--- src/rtl/strobe_pkg.sv ---
// Shared types for the strobe sequencer: FSM state encoding, segment-table
// entry record and the entry validity rule.
// Entry fields are sized for the widest supported configuration
// (WIDTH <= 64, REP_W <= 32). Unused upper bits are always written as zero.
package strobe_pkg;

    localparam int unsigned PERIOD_MAX_W = 64;
    localparam int unsigned COUNT_MAX_W  = 32;

    typedef enum logic [2:0] {
        IDLE = 3'd0,
        LOAD = 3'd1,
        RUN  = 3'd2,
        NEXT = 3'd3,
        DONE = 3'd4
    } state_t;

    typedef struct packed {
        logic [PERIOD_MAX_W-1:0] period;
        logic [COUNT_MAX_W-1:0]  count;
    } entry_t;

    // A period below 2 or a zero strobe count makes the entry a skip.
    function automatic logic entry_valid(input entry_t e);
        return (e.period >= PERIOD_MAX_W'(2)) && (e.count != '0);
    endfunction

endpackage

--- src/rtl/counter_with_strobe.sv ---
// Reloadable down-counter with a multi-cycle decrement path.
// Ports:
//   clk, rst_n      clock, asynchronous active-low reset
//   rst             synchronous reload of the count from reset_value
//   enable          issue one decrement (only honoured while ready_c=1)
//   reset_value     reload value (the strobe period)
//   ready_c         no decrement in flight
//   strobe          one-cycle pulse when the count wraps through zero
// A decrement takes LATENCY cycles (LATENCY >= 1); one is in flight at a time.
module counter_with_strobe #(
    parameter int unsigned WIDTH   = 32,
    parameter int unsigned LATENCY = 1
) (
    input  logic             clk,
    input  logic             rst_n,
    input  logic             rst,
    input  logic             enable,
    input  logic [WIDTH-1:0] reset_value,
    output logic             ready_c,
    output logic             strobe
);

    localparam int unsigned LAT_W = $clog2(LATENCY + 1);

    logic [WIDTH-1:0] r_count;
    logic [WIDTH-1:0] r_sum;
    logic [LAT_W-1:0] r_wait;
    logic             r_strobe;

    // Decrement issue, latency countdown and write-back with reload on zero.
    always_ff @(posedge clk or negedge rst_n) begin
        if (!rst_n) begin
            r_count  <= '0;
            r_sum    <= '0;
            r_wait   <= '0;
            r_strobe <= 1'b0;
        end else if (rst) begin
            r_count  <= reset_value;
            r_sum    <= '0;
            r_wait   <= '0;
            r_strobe <= 1'b0;
        end else begin
            r_strobe <= 1'b0;
            if (r_wait != '0) begin
                r_wait <= r_wait - LAT_W'(1);
                if (r_wait == LAT_W'(1)) begin
                    if (r_sum == '0) begin
                        r_count  <= reset_value;
                        r_strobe <= 1'b1;
                    end else begin
                        r_count <= r_sum;
                    end
                end
            end else if (enable) begin
                r_wait <= LAT_W'(LATENCY);
                r_sum  <= r_count - WIDTH'(1);
            end
        end
    end

    assign ready_c = (r_wait == '0);
    assign strobe  = r_strobe;

endmodule

--- src/rtl/strobe_sequencer.sv ---
// Walks a small flop-based segment table; each entry programs the strobe
// period of one counter and how many strobes make up that segment.
// Ports:
//   clk, rst_n                      clock, asynchronous active-low reset
//   cfg_we/cfg_addr/cfg_period/cfg_count   table write port (any cycle)
//   start, stop, loop               sequence control
//   busy, done, seg_idx             sequence status (registered)
//   tick, seg_done                  per-strobe and per-segment pulses (registered)
module strobe_sequencer
    import strobe_pkg::*;
#(
    parameter int unsigned WIDTH   = 32,
    parameter int unsigned LATENCY = 1,
    parameter int unsigned DEPTH   = 4,
    parameter int unsigned REP_W   = 8
) (
    input  logic                     clk,
    input  logic                     rst_n,
    input  logic                     cfg_we,
    input  logic [$clog2(DEPTH)-1:0] cfg_addr,
    input  logic [WIDTH-1:0]         cfg_period,
    input  logic [REP_W-1:0]         cfg_count,
    input  logic                     start,
    input  logic                     stop,
    input  logic                     loop,
    output logic                     busy,
    output logic                     done,
    output logic [$clog2(DEPTH)-1:0] seg_idx,
    output logic                     tick,
    output logic                     seg_done
);

    localparam int unsigned IDX_W = $clog2(DEPTH);

    state_t             r_state;
    state_t             w_next;
    entry_t             r_table [DEPTH];
    logic [IDX_W-1:0]   r_seg_idx;
    logic [IDX_W-1:0]   w_seg_idx_nxt;
    logic [WIDTH-1:0]   r_reload;
    logic [REP_W-1:0]   r_cnt;
    logic [REP_W-1:0]   r_tally;
    logic               r_busy;
    logic               r_done;
    logic               r_tick;
    logic               r_seg_done;

    entry_t             w_cur_entry;
    logic               w_cur_valid;
    logic               w_ready;
    logic               w_strobe;
    logic               w_cnt_en;
    logic               w_cnt_rst;
    logic [WIDTH-1:0]   w_reset_value;
    logic               w_hit;
    logic               w_last;

    assign w_cur_entry = r_table[r_seg_idx];
    assign w_cur_valid = entry_valid(w_cur_entry);

    // Reload value follows the table only during LOAD; otherwise the captured copy.
    assign w_reset_value = (r_state == LOAD) ? WIDTH'(w_cur_entry.period) : r_reload;
    assign w_cnt_rst     = (r_state != RUN);

    // A strobe that counts toward the segment; stop wins over it.
    assign w_hit  = (r_state == RUN) && w_strobe && !stop;
    assign w_last = w_hit && (r_tally == (r_cnt - REP_W'(1)));

    // Segment table write port.
    always_ff @(posedge clk or negedge rst_n) begin
        if (!rst_n) begin
            for (int i = 0; i < int'(DEPTH); i++) begin
                r_table[i] <= '0;
            end
        end else if (cfg_we) begin
            r_table[cfg_addr] <= '{period: PERIOD_MAX_W'(cfg_period),
                                   count:  COUNT_MAX_W'(cfg_count)};
        end
    end

    // State register.
    always_ff @(posedge clk or negedge rst_n) begin
        if (!rst_n) begin
            r_state <= IDLE;
        end else begin
            r_state <= w_next;
        end
    end

    // Next-state, segment index and counter enable.
    always_comb begin
        w_next        = r_state;
        w_seg_idx_nxt = r_seg_idx;
        w_cnt_en      = 1'b0;
        unique case (r_state)
            IDLE: begin
                if (start) begin
                    w_next        = LOAD;
                    w_seg_idx_nxt = '0;
                end
            end
            LOAD: begin
                if (stop) begin
                    w_next = IDLE;
                end else if (w_cur_valid) begin
                    w_next = RUN;
                end else begin
                    w_next = NEXT;
                end
            end
            RUN: begin
                if (stop) begin
                    w_next = IDLE;
                end else begin
                    // Stop issuing decrements the moment the last strobe lands.
                    w_cnt_en = w_ready && !w_last;
                    if (w_last) begin
                        w_next = NEXT;
                    end
                end
            end
            NEXT: begin
                if (stop) begin
                    w_next = IDLE;
                end else if (r_seg_idx == IDX_W'(DEPTH - 1)) begin
                    if (loop) begin
                        w_next        = LOAD;
                        w_seg_idx_nxt = '0;
                    end else begin
                        w_next = DONE;
                    end
                end else begin
                    w_next        = LOAD;
                    w_seg_idx_nxt = r_seg_idx + IDX_W'(1);
                end
            end
            DONE: begin
                w_next = IDLE;
            end
            default: begin
                w_next = IDLE;
            end
        endcase
    end

    // Segment capture, strobe tally and registered outputs.
    always_ff @(posedge clk or negedge rst_n) begin
        if (!rst_n) begin
            r_seg_idx  <= '0;
            r_reload   <= '0;
            r_cnt      <= '0;
            r_tally    <= '0;
            r_busy     <= 1'b0;
            r_done     <= 1'b0;
            r_tick     <= 1'b0;
            r_seg_done <= 1'b0;
        end else begin
            r_seg_idx  <= w_seg_idx_nxt;
            r_busy     <= (w_next == LOAD) || (w_next == RUN) || (w_next == NEXT);
            r_done     <= (w_next == DONE);
            r_tick     <= w_hit;
            r_seg_done <= w_last;
            if (r_state == LOAD) begin
                r_reload <= WIDTH'(w_cur_entry.period);
                r_cnt    <= REP_W'(w_cur_entry.count);
                r_tally  <= '0;
            end else if (w_hit && (r_tally != r_cnt)) begin
                r_tally <= r_tally + REP_W'(1);
            end
        end
    end

    counter_with_strobe #(
        .WIDTH   (WIDTH),
        .LATENCY (LATENCY)
    ) u_counter (
        .clk         (clk),
        .rst_n       (rst_n),
        .rst         (w_cnt_rst),
        .enable      (w_cnt_en),
        .reset_value (w_reset_value),
        .ready_c     (w_ready),
        .strobe      (w_strobe)
    );

    assign busy     = r_busy;
    assign done     = r_done;
    assign seg_idx  = r_seg_idx;
    assign tick     = r_tick;
    assign seg_done = r_seg_done;

endmodule

--- config.mk ---
export PLATFORM = sky130hd
export DESIGN_NAME = strobe_sequencer
export DESIGN_NICKNAME = d
export VERILOG_FILES = /design/src/rtl/strobe_pkg.sv /design/src/rtl/counter_with_strobe.sv /design/src/rtl/strobe_sequencer.sv
export SDC_FILE = /design/constraint.sdc
export NUM_CORES = 1
export LEC_CHECK = 0
export ABC_AREA = 0
export ABC_CLOCK_PERIOD_IN_PS = 6100
export CAP_MARGIN = 10
export CORE_MARGIN = 2
export CORE_UTILIZATION = 40
export CTS_BUF_LIST = sky130_fd_sc_hd__clkbuf_16
export CTS_CLUSTER_SIZE = 24
export DETAILED_ROUTE_END_ITERATION = 12
export HOLD_SLACK_MARGIN = 0.1
export SLEW_MARGIN = 40
export SYNTH_ARGS = -nofsm -noshare
export SYNTH_HDL_FRONTEND = slang
export SYNTH_SLANG_ARGS = --single-unit
--- constraint.sdc ---
create_clock -name clk -period 6.1 [get_ports clk]
set_input_delay 1.525 -clock clk [delete_from_list [all_inputs] [get_ports clk]]
set_output_delay 1.525 -clock clk [all_outputs]
set_load 0.005 [all_outputs]
### Yosys cells after proc, flatten, opt, wreduce, memory -nomap -nowiden

Index checks and enable logic that the tools add are counted.

| cells by class | value |
|---|---|
| mux-type cells | 37 |
| $add $sub $neg | 5 |
| $lt $le $gt $ge | 4 |
| shift operators | 0 |
| multiply operators | 0 |
| reduce and logical (&&, ||, !) cells | 20 |
| bitwise logic cells | 3 |
| divide/modulo/power cells | 0 |
| eq/ne operators | 15 |

Operator list:

| kind | count |
|---|---|
| bitwise mux 384 bit | 1 |
| two-way mux 96 bit | 3 |
| two-way mux 32 bit | 7 |
| binary-select mux 96 bit (select 2 bit) | 1 |
| demux 96 bit (select 2 bit) | 1 |
| >= comparator 64 x 2 -> 1 bit (second input constant) | 1 |
| logical NOT 32 bit | 1 |
| nonzero test 32 bit | 1 |
| subtractor 32 x 1 -> 32 bit (second input constant) | 1 |
| two-way mux 3 bit | 6 |
| two-way mux 8 bit | 2 |
| == test 3 x 2 -> 1 bit (second input constant) | 4 |
| one-hot mux 3 bit (4 select lines) | 1 |
| two-way mux 2 bit | 5 |
| two-way mux 1 bit | 9 |
| adder 8 x 1 -> 8 bit (second input constant) | 1 |
| == test 8 bit | 1 |
| != test 8 bit | 1 |
| nonzero test 2 bit | 4 |
| subtractor 8 x 1 -> 8 bit (second input constant) | 1 |
| logical AND 1 bit | 7 |
| == test 3 x 1 -> 1 bit (second input constant) | 2 |
| >= comparator 3 bit (second input constant) | 2 |
| inverter 2 -> 3 bit | 2 |
| other kinds (16) | 19 |

| storage, ports and cells | value |
|---|---|
| memories | 0 |
| bits in registers | 507 |
| bits of input ports | 48 |
| memory bits (read-only) | 0 |
| bits in writable memories | 0 |
| bits in latches | 0 |

### Logic depth before layout (Yosys ltp)

Gate-level depths: netlist of the first run.

| logic depth | value |
|---|---|
| word-level depth | 12 |
| gate-level depth with buffers | 11 |

### By module

From an unflattened synthesis of the first run, not the netlist that was laid out.

| unflattened totals | value |
|---|---|
| cells, all modules | 1105 |
| area, all modules | 13132.6 um2 |

By module, submodules not included:

| module | seq. area each (um2) | area an instance (um2) | instances | cells each |
|---|---|---|---|---|
| strobe_sequencer | 5430.2 | 9549.2 | 1 | 691 |
| counter_with_strobe | 1651.6 | 3583.4 | 1 | 414 |

### Worst setup path after synthesis of the first run

OpenSTA, ideal clock, no wires.

| timing | value |
|---|---|
| kind | input-to-reg |
| start | input stop |
| end | register u_counter.r_sum[21] |
| stages on the path | 9 |
| path slack | 2.836 ns |
| library setup time | 0.094 ns |
| data arrival time | 3.170 ns |
| buffers on the path | 3 |
| path through | clkbuf_1 > nand3b_1 > nor4b_1 > o2111ai_1 > inv_2 > nor2_1 > buf_2 > buf_2 > a211oi_1 |

| on the way | value |
|---|---|
| cells in the longest elaborated chain, start to end | 9 |

RTL lines:

| what | line | source |
|---|---|---|
| start: declaration | strobe_sequencer.sv:24 | `input logic stop,` |
| logical NOT 1 bit | strobe_sequencer.sv:66 | `assign w_hit = (r_state == RUN) && w_strobe && !stop;` |
| logical AND 1 bit | strobe_sequencer.sv:66 |  |
| logical AND 1 bit | strobe_sequencer.sv:67 | `assign w_last = w_hit && (r_tally == (r_cnt - REP_W'(1)));` |
| named net w_last | strobe_sequencer.sv:56 | `logic w_last;` |
| logical NOT 1 bit | strobe_sequencer.sv:116 | `w_cnt_en = w_ready && !w_last;` |
| logical AND 1 bit | strobe_sequencer.sv:116 |  |
| two-way mux 1 bit | strobe_sequencer.sv:112 | `if (stop) begin` |
| two-way mux 1 bit | strobe_sequencer.sv:95 | `unique case (r_state)` |
| nonzero test 2 bit (no line) | n/a |  |
| AND reduction 2 bit (no line) | n/a |  |
| end signal: assignment | counter_with_strobe.sv:56 | `r_sum <= r_count - WIDTH'(1);` |
| end: declaration | counter_with_strobe.sv:26 | `logic [WIDTH-1:0] r_sum;` |

The timed path passes the listed nets, and every way through them passes these cells.
A chain may end at the register's enable or synchronous reset.

### Final worst setup path of the first run

| timing | value |
|---|---|
| start | input stop |
| end | register u_counter.r_sum[18] |

Same word-level chain as after synthesis.

==> results of run 1 <==
## where the power goes
group	internal [mW]	switching (mW)
sequential	2.39	0.398
combinational	1.02	1.04
clock	0.911	0.747
total	4.33	2.18
## final timing paths
path                                          startpoint                               to  slack (ns)
worst max-delay path                                stop  u_counter.r_sum[18]$_DFFE_PN0P_        2.55
worst min-delay path            r_table[128]$_DFFE_PN0P_         r_table[128]$_DFFE_PN0P_        0.50
worst max register to register    seg_idx[0]$_DFFE_PN0P_                   busy$_DFF_PN0_        2.63
worst min register to register  r_table[128]$_DFFE_PN0P_         r_table[128]$_DFFE_PN0P_        0.50
max in group asynchronous                          rst_n           seg_idx[0]$_DFFE_PN0P_        4.21
min in group asynchronous                          rst_n         r_table[351]$_DFFE_PN0P_        0.89
## cell type report
type	instances	area, sq um
Fill cell	2808	16800
Sequential cell	283	7080
Multi-Input combinational cell	606	5610
Clock buffer	31	776
Timing Repair Buffer	70	696
Tap cell	402	503
Clock inverter	24	108
Inverter	8	30.0
## layer usage
layer,wire (um),global-route usage
met3,1340,0.0252
met4,631,0.0445
met1,13500,0.254
met2,13000,0.274
met5,0,0
## critical path, stage by stage
cell             delay [ns]
clkdlybuf4s50_1        0.58
nand3b_1               0.31
nor4b_1                0.40
o2111ai_2              0.16
buf_4                  0.28
inv_2                  0.17
nor2_2                 0.05
buf_4                  0.24
a211oi_1               0.27
## state kept, by name, indices dropped and copies added, names as in the netlist
register / count
u_counter.r_wait: 1
seg_idx: 2
u_counter.r_count: 32
tick: 1
r_state: 3
u_counter.strobe: 1
r_reload: 32
u_counter.r_sum: 32
done: 1
r_table: 160
seg_done: 1
r_tally: 8
busy: 1
r_cnt: 8
## synth_stat cells, drive strengths merged
master | instances | area (sq um)
a2111oi | 1 | 8.76
a211oi | 28 | 215
a21oi | 33 | 165
a22o | 1 | 8.76
a311oi | 3 | 26.3
a41oi | 1 | 8.76
and3 | 3 | 18.8
buf | 23 | 90.1
clkbuf | 34 | 128
dfrtp | 283 | 7080
ha | 4 | 50.1
inv | 8 | 30.0
mux2 | 198 | 2230
mux2i | 33 | 330
mux4 | 40 | 901
nand2 | 48 | 180
nand2b | 2 | 12.5
nand3 | 6 | 30.0
nand3b | 7 | 52.6
nand4 | 11 | 68.8
nand4b | 2 | 23.8
nor2 | 24 | 90.1
nor2b | 2 | 12.5
nor3 | 17 | 101
nor3b | 5 | 37.5
nor4 | 26 | 178
nor4b | 2 | 17.5
nor4bb | 1 | 10.0
o2111ai | 1 | 8.76
o21ai | 38 | 190
o21bai | 2 | 15.0
o31ai | 2 | 15.0
o41ai | 1 | 8.76
or2 | 3 | 18.8
or3 | 4 | 25.0
or3b | 1 | 8.76
or4 | 7 | 52.6
or4b | 3 | 30.0
xnor2 | 24 | 210
xor2 | 22 | 193
## cell families (layout without fill, tap and decap cells)
group / after synthesis / count (layout) / synth area share
AOI/OAI and AO/OA: 111 / 111 / 0.0521
xor gates and xnor gates: 46 / 46 / 0.0313
adders and majority gates: 4 / 4 / 0.00389
buffers and inverters: 65 / 133 / 0.0192
DFF: 283 / 283 / 0.550
muxes: 271 / 271 / 0.269
and+or+nand+nor: 174 / 174 / 0.0752
## stage by stage
step | worst slack (ns) | utilization | power [mW]
2_1_floorplan | 2.84 | - | 4.24
3_3_place_gp | 2.04 | 0.438 | 4.85
3_5_place_dp | 1.99 | 0.440 | 4.89
4_1_cts | 2.53 | 0.468 | 6.58
5_1_grt | 2.30 | 0.468 | 6.92
6_report | 2.55 | 0.468 | 6.51
==> reports/summary.txt, run 1 <==
status = finished clean
Die Wd = 183 um
Num CTS Buffers = 31
GPL Wtd Cong = 0.783
DR DRC count = 0
cell area after layout = 14,800 sq um
min Tclk post-route = 3.55 ns
Peak VDD IR = 272 uV
Core ar. = 31,600 sq um
clock latency on the worst-skew pair = 0.57 ns
Max Clk Rate = 0.282 GHz
Slew Limit Fails = 0
clock root buffer = clkbuf_16
die footprint = 33,700 sq um
setup TNS = 0 ns
largest net degree at the start of global routing = 108
commonest non-fill, non-tap cell in the layout = dfrtp_1
Crit. End Element = register
Final #Nets = 1,052
clock buffer depth = 3
Leakage Power = 6.16 nW
crit path kind = input port to register
Setup Skew = 0.0202 ns
post-synthesis sequential area ratio = 0.550
class of the worst hold path = register to register
Starting Density = 0.407
gr ovfl total = 0
fin cells = 1,424
Reg clk slew, reported paths = 0.06 ns
Post-Route WL = 28.5 mm
first-pass GRT wire length = 46.4 mm
Reg2Reg Depth = 7
final setup fails = 0
most frequent cells in the layout = dfrtp_1 (281), mux2_2 (198), clkdlybuf4s50_1 (52)
Syn Std Cell Area = 12,900 sq um
drt wl/cell = 20.0 um
critical path peak fanout = 33
fin crit share = 0.582
Worst Path Arrival = 4.00 ns
Port-buffer cells = 53
Setup Fix Bufs, Post-CTS = 0
Inserted Diodes = 0
vias = 7,849
initial antenna violation count = 0
placed cell count = 1,369
H-Tree Level Count = 1
post_cts resized = 0
area grow syn2layout = 14.9%
Via density = 5.51
Routed Antenna Nets = 0
Final Hold Vio Count = 0
max_slew headroom = 0.548
DR iter-0 viols = 467
syn avg cell area = 13.5 sq um
Req. time, crit path = 6.55 ns
chip height = 183 um
Post-Synthesis Cells = 954
I/O pin count = 54
number of synthesized register bits = 283
First-pass DRT Iterations = 4
MaxCap Viol Count = 0
Overall Global Routing Usage = 0.174
pin slew with the least headroom to its limit = 0.678 ns
startpoint types = input port
CTS tree = done
layout cells sized above 1 = 0.303
Hold Crit Depth = 1
floorplan row count = 65
hold-fix buffer count after cts = 0
Final Hold Slack = 0.499 ns
Mapped Nets = 1,006
Post-DP Area = 13,900 sq um
CTS Sinks = 283
post-synth cell types = 50
Post-DP HPWL = 18.4 mm
RSZ-0062 raised after global routing = no
vias in the first global route = 8,051
yosys warns = 0
PD cells = 440 nW/um^2
Power figures use the tool's default switching activity.
==> inputs of run 2 (changes only) <==
- ABC_CLOCK_PERIOD_IN_PS: 6100 -> 3420
- clock period: 6.1 -> 3.42 ns (I/O delays scaled with it)
==> run 2 against run 1 <==
  * Power up 83%
  * Combinational power up 84%
  * Flip-flop and latch count unchanged
  * Critical path type is now register to output port
  * Worst setup slack got worse by 2.3 ns
  * Highest routed layer unchanged
==> reports/summary.txt, run 2 (synthesis results as in run 1) <==
DR DRC count = 0 (unchanged)
Leakage Power = 6.31 nW (was 6.16 nW)
hold-fix buffer count after cts = 0 (unchanged)
drt wl/cell = 20.1 um (was 20.0 um)
GPL Wtd Cong = 0.847 (was 0.783)
fin crit share = 0.923
placed cell count = 1,385 (was 1,369)
gr ovfl total = 0 (unchanged)
setup TNS = 0 ns (unchanged)
Worst Path Arrival = 2.30 ns (was 4.00 ns)
max reg flops = 160 (unchanged)
status = finished clean (unchanged)
Reg clk slew, reported paths = 0.06 ns (about the same)
Biggest register = r_table (unchanged)
Power Total = 11.9 mW (was 6.51 mW)
Die Wd = 183 um (unchanged)
class of the worst hold path = input port to async pin (was register to register)
First-pass DRT Iterations = 4 (unchanged)
Via density = 5.52 (was 5.51)
highest-delay cell along the critical path = dfrtp_2 (was clkdlybuf4s50_1)
Post-Route WL = 28.9 mm (was 28.5 mm)
CTS Sinks = 283 (unchanged)
post_cts resized = 0 (unchanged)
PD cells = 791 nW/um^2 (was 440 nW/um^2)
Peak VDD IR = 484 uV (was 272 uV)
clock root buffer = clkbuf_16 (unchanged)
Critical Path Max Stage Delay = 0.76 ns (was 0.58 ns)
critical path peak fanout = 17 (was 33)
Req. time, crit path = 2.56 ns (was 6.55 ns)
Setup Fix Bufs, Post-CTS = 0 (unchanged)
Crit. End Element = output port (was register)
chip height = 183 um (unchanged)
Setup Skew = 0.0522 ns (was 0.0202 ns)
initial antenna violation count = 0 (unchanged)
DR iter-0 viols = 448 (was 467)
critical path cell sequence = buf_4 -> buf_4 -> clkdlybuf4s50_1 (was clkdlybuf4s50_1 -> nand3b_1 -> nor4b_1 -> o2111ai_2 -> buf_4 -> inv_2 -> nor2_2 -> buf_4 -> a211oi_1)
vias in the first global route = 8,193 (was 8,051)
H-Tree Level Count = 1 (unchanged)
commonest non-fill, non-tap cell in the layout = dfrtp_1 (unchanged)
most frequent cells in the layout = dfrtp_1 (281), mux2_2 (198), clkdlybuf4s50_1 (52) (unchanged)
I/O pin count = 54 (unchanged)
Port-buffer cells = 53 (unchanged)
max_slew headroom = 0.473 (was 0.548)
Inserted Diodes = 0 (unchanged)
Final Hold Vio Count = 0 (unchanged)
min Tclk post-route = 3.16 ns
MaxCap Viol Count = 0 (unchanged)
startpoint types = register (was input port)
pin slew with the least headroom to its limit = 0.780 ns (was 0.678 ns)
fin cells = 1,441 (was 1,424)
floorplan row count = 65 (unchanged)
largest net degree at the start of global routing = 87 (was 108)
Num CTS Buffers = 30 (was 31)
final setup fails = 0 (unchanged)
Overall Global Routing Usage = 0.180 (was 0.174)
Starting Density = 0.407 (unchanged)
Max Clk Rate = 0.317 GHz
Post-DP HPWL = 19.2 mm (was 18.4 mm)
clock latency on the worst-skew pair = 0.59 ns (was 0.57 ns)
first-pass GRT wire length = 47.5 mm (was 46.4 mm)
CTS tree = done (unchanged)
layout cells sized above 1 = 0.321 (was 0.303)
clock buffer depth = 3 (unchanged)
RSZ-0062 raised after global routing = no (unchanged)
die footprint = 33,700 sq um (unchanged)
Routed Antenna Nets = 0 (unchanged)
vias = 7,952 (was 7,849)
crit path kind = register to output port (was input port to register)
Core ar. = 31,600 sq um (unchanged)
Final #Nets = 1,067 (was 1,052)
Slew Limit Fails = 0 (unchanged)
area grow syn2layout = 17.0% (was 14.9%)
most frequent CP cell = buf_4 (unchanged)
## run 2: changes by cell type in the layout (fill, tap and decap cells not counted)
cell,previous run,this run
nor2_4,1,2
inv_16,1,0
clkinv_16,0,1
inv_1,13,12
buf_16,1,0
nor2_2,2,1
bufinv_16,0,3
a41oi_2,1,0
clkinv_1,16,10
a41oi_1,0,1
buf_12,1,8
clkbuf_16,31,30
buf_4,15,25
clkinv_2,1,7
## run 2: critical path, delay by kind of cell (launching register included)
kind                   cells  cell delay [ns]
buffers and inverters      3             1.00
flip-flops                 1             0.76
## run 2: report_power, final
part / internal [mW] / total [mW] / switching [mW]
sequential: 4.27 / 4.99 / 0.718
clock: 1.82 / 3.15 / 1.33
combinational: 1.91 / 3.79 / 1.88
## run 2: routing by layer
| layer | share of wire | global-route usage | vias up | routed length, um |
|---|---|---|---|---|
| li1 | - | - | 3659 | - |
| met1 | 0.49 | 0.270 | 4134 | 14300 |
| met2 | 0.45 | 0.274 | 123 | 13000 |
| met3 | 0.035 | 0.0265 | 36 | 1020 |
| met4 | 0.020 | 0.0435 | 0 | 584 |
| met5 | 0 | 0 | - | 0 |
## run 2: path summary, 6_finish.rpt
kind                                                endpoint  slack (ns)  cells past startpoint                     start
max                                               seg_idx[0]        0.26                      3    seg_idx[0]$_DFFE_PN0P_
min                                 r_table[136]$_DFFE_PN0P_        0.27                      1                     rst_n
max reg2reg                                   busy$_DFF_PN0_        0.45                      7    seg_idx[0]$_DFFE_PN0P_
min reg2reg                         r_table[153]$_DFFE_PN0P_        0.50                      1  r_table[153]$_DFFE_PN0P_
max in group asynchronous  u_counter.r_count[19]$_DFFE_PN0P_        2.29                      2                     rst_n
min in group clk                    r_table[153]$_DFFE_PN0P_        0.50                      1  r_table[153]$_DFFE_PN0P_
## run 2: layout make-up
class                   instances  area [sq um]
clock buffers                  30           751
clock inverters                26           211
fillers                      2753         16600
inverters                       8          30.0
multi-input cells             606          5610
flip-flops and latches        283          7080
well taps                     402           503
repair buffers                 86           883
## run 2: per-stage QoR
| stage | instance area (sq um) | hold WS [ns] | worst slack [ns] | util |
|---|---|---|---|---|
| 6_report | 15100 | 0.271 | 0.265 | 0.476 |
| 5_1_grt | 15100 | 0.312 | 0.103 | 0.476 |
| 4_1_cts | 15100 | 0.288 | 0.156 | 0.476 |
| 3_5_place_dp | 14100 | 0.488 | 0.294 | 0.446 |
| 3_3_place_gp | 14100 | 0.482 | 0.300 | 0.446 |
| 2_1_floorplan | 12900 | 0.469 | 0.826 | - |
==> inputs of run 3 (changes only) <==
- ABC_CLOCK_PERIOD_IN_PS: 3420 -> 2900
- clock period: 3.42 -> 2.9 ns (I/O delays scaled with it)
==> run 3 against run 2 <==
  * Via count decreased by 0.26%
  * Sequential share of layout area hardly changed
  * Combinational power is 22% higher
  * Critical path type is now register to register
  * Non-clock buffer count grew 3
  * Highest routed layer unchanged
  * Power rose by 16%
  * Sequential power increased by 16%
  * Clock-buffer cell count unchanged
  * Register-to-register slack worse by 0.18 ns
==> reports/summary.txt, run 3 (synthesis results as in run 1) <==
status = finished clean (unchanged)
Leakage Power = 6.32 nW (was 6.31 nW)
startpoint types = register (unchanged)
GPL Wtd Cong = 0.805 (was 0.847)
Reg clk slew, reported paths = 0.06 ns (about the same)
gr ovfl total = 0 (unchanged)
PD cells = 922 nW/um^2 (was 791 nW/um^2)
Biggest register = r_table (unchanged)
post_cts resized = 0 (unchanged)
largest net degree at the start of global routing = 73 (was 87)
Via density = 5.49 (was 5.52)
DR DRC count = 0 (unchanged)
M1 GR Usage = 0.265 (was 0.270)
Post-Route WL = 28.9 mm (about the same)
Worst Path Arrival = 3.08 ns (was 2.30 ns)
grt met2 use = 0.280 (was 0.274)
crit path kind = register to register (was register to output port)
final setup fails = 0 (unchanged)
MaxCap Viol Count = 0 (unchanged)
RSZ-0062 raised after global routing = no (unchanged)
Overall Global Routing Usage = 0.178 (was 0.180)
hold-fix buffer count after cts = 0 (unchanged)
first-pass GRT wire length = 47.2 mm (was 47.5 mm)
area grow syn2layout = 17.0% (about the same)
Req. time, crit path = 3.35 ns (was 2.56 ns)
drt wl/cell = 20.0 um (was 20.1 um)
chip height = 183 um (unchanged)
Final Hold Vio Count = 0 (unchanged)
class of the worst hold path = input port to async pin (unchanged)
Setup Skew = 0.0260 ns (was 0.0522 ns)
Peak VDD IR = 676 uV (was 484 uV)
clock latency on the worst-skew pair = 0.57 ns (was 0.59 ns)
Port-buffer cells = 53 (unchanged)
GR Util met3 = 0.0242 (was 0.0265)
floorplan row count = 65 (unchanged)
die footprint = 33,700 sq um (unchanged)
Util after Layout = 0.476 (about the same)
First-pass DRT Iterations = 5 (was 4)
Core ar. = 31,600 sq um (unchanged)
CTS Sinks = 283 (unchanged)
min Tclk post-route = 2.63 ns
initial antenna violation count = 0 (unchanged)
setup TNS = 0 ns (unchanged)
Final #Nets = 1,070 (was 1,067)
GRT Max-Usage Layer = met2 (unchanged)
Max Clk Rate = 0.380 GHz
pin slew with the least headroom to its limit = 0.930 ns (was 0.780 ns)
Num CTS Buffers = 30 (unchanged)
register area = 7080 sq um (unchanged)
DR iter-0 viols = 402 (was 448)
vias = 7,931 (was 7,952)
Die Wd = 183 um (unchanged)
Slew Limit Fails = 0 (unchanged)
Crit. End Element = register (was output port)
footprint of the multi-input gates = 5600 sq um (was 5610 sq um)
clock root buffer = clkbuf_16 (unchanged)
max_slew headroom = 0.372 (was 0.473)
CTS tree = done (unchanged)
Inserted Diodes = 0 (unchanged)
Post-DP HPWL = 19.3 mm (was 19.2 mm)
commonest non-fill, non-tap cell in the layout = dfrtp_1 (unchanged)
H-Tree Level Count = 1 (unchanged)
Starting Density = 0.407 (unchanged)
Filler Cell Count = 2,782 (was 2,753)
Setup Fix Bufs, Post-CTS = 0 (unchanged)
fin crit share = 0.907
most frequent cells in the layout = dfrtp_1 (281), mux2_2 (198), clkdlybuf4s50_1 (52) (unchanged)
vias in the first global route = 8,296 (was 8,193)
clock buffer depth = 3 (unchanged)
layout cells sized above 1 = 0.320 (was 0.321)
I/O pin count = 54 (unchanged)
Routed Antenna Nets = 0 (unchanged)
critical path peak fanout = 29 (was 17)
max reg flops = 160 (unchanged)
run 3: cell types whose count changed in the layout (fill, tap and decap cells not counted), moves of 2 or more:
| cell | change |
|---|---|
| buf_12 | +5 |
| buf_4 | -2 |
| bufinv_16 | -3 |
| clkinv_1 | -3 |
| inv_1 | +6 |
run 3: power by group:
part	internal, mW	switching [mW]	total (mW)	leakage, nW
combinational	2.32	2.32	4.64	2.38
sequential	5.03	0.760	5.79	3.46
clock	1.87	1.57	3.45	0.478
run 3: path summary, 6_finish.rpt:
kind	startpoint	to	slack [ns]	cells after the start
max	r_cnt[0]$_DFFE_PN0P_	u_counter.r_sum[29]$_DFFE_PN0P_	0.27	9
min	rst_n	r_table[159]$_DFFE_PN0P_	0.13	1
max reg2reg	r_cnt[0]$_DFFE_PN0P_	u_counter.r_sum[29]$_DFFE_PN0P_	0.27	9
min reg2reg	r_table[103]$_DFFE_PN0P_	r_table[103]$_DFFE_PN0P_	0.50	1
max in group asynchronous	rst_n	u_counter.r_sum[3]$_DFFE_PN0P_	2.03	2
min in group clk	r_table[103]$_DFFE_PN0P_	r_table[103]$_DFFE_PN0P_	0.50	1
run 3: critical path: stages, from the launching register on:
cell and delay [ns]:
dfrtp_1 0.45, inv_1 0.11, ha_1 0.26, or4_1 0.53, a211oi_1 0.33, o2111ai_2 0.17
inv_2 0.10, nor2_2 0.04, buf_4 0.23, a211oi_1 0.29
run 3: area by class of cell:
cell class	instances	share of cell area
Sequential cell	283	0.470
Multi-Input combinational cell	606	0.372
Timing Repair Buffer	89	0.0643
Clock buffer	30	0.0498
Tap cell	402	0.0334
Clock inverter	26	0.00880
Inverter	8	0.00199
run 3: metal layers:
metal / wire [um] / vias to the layer above
li1: - / 3675
met1: 14300 / 4098
met2: 13100 / 125
met5: 0 / -
met3: 963 / 33
met4: 449 / 0
run 3: per-stage QoR:
step                power [mW]  area, sq um  std cells  hold WS, ns  setup slack [ns]
floorplan                 8.92        12900        954        0.429             0.313
global placement          10.4        14200       1388        0.483             0.209
detailed placement        10.5        14200       1388        0.487             0.147
CTS                       14.1        15100       1444        0.138             0.225
global route              14.7        15100       1444        0.160            0.0835
finish                    13.9        15100       1444        0.126             0.268
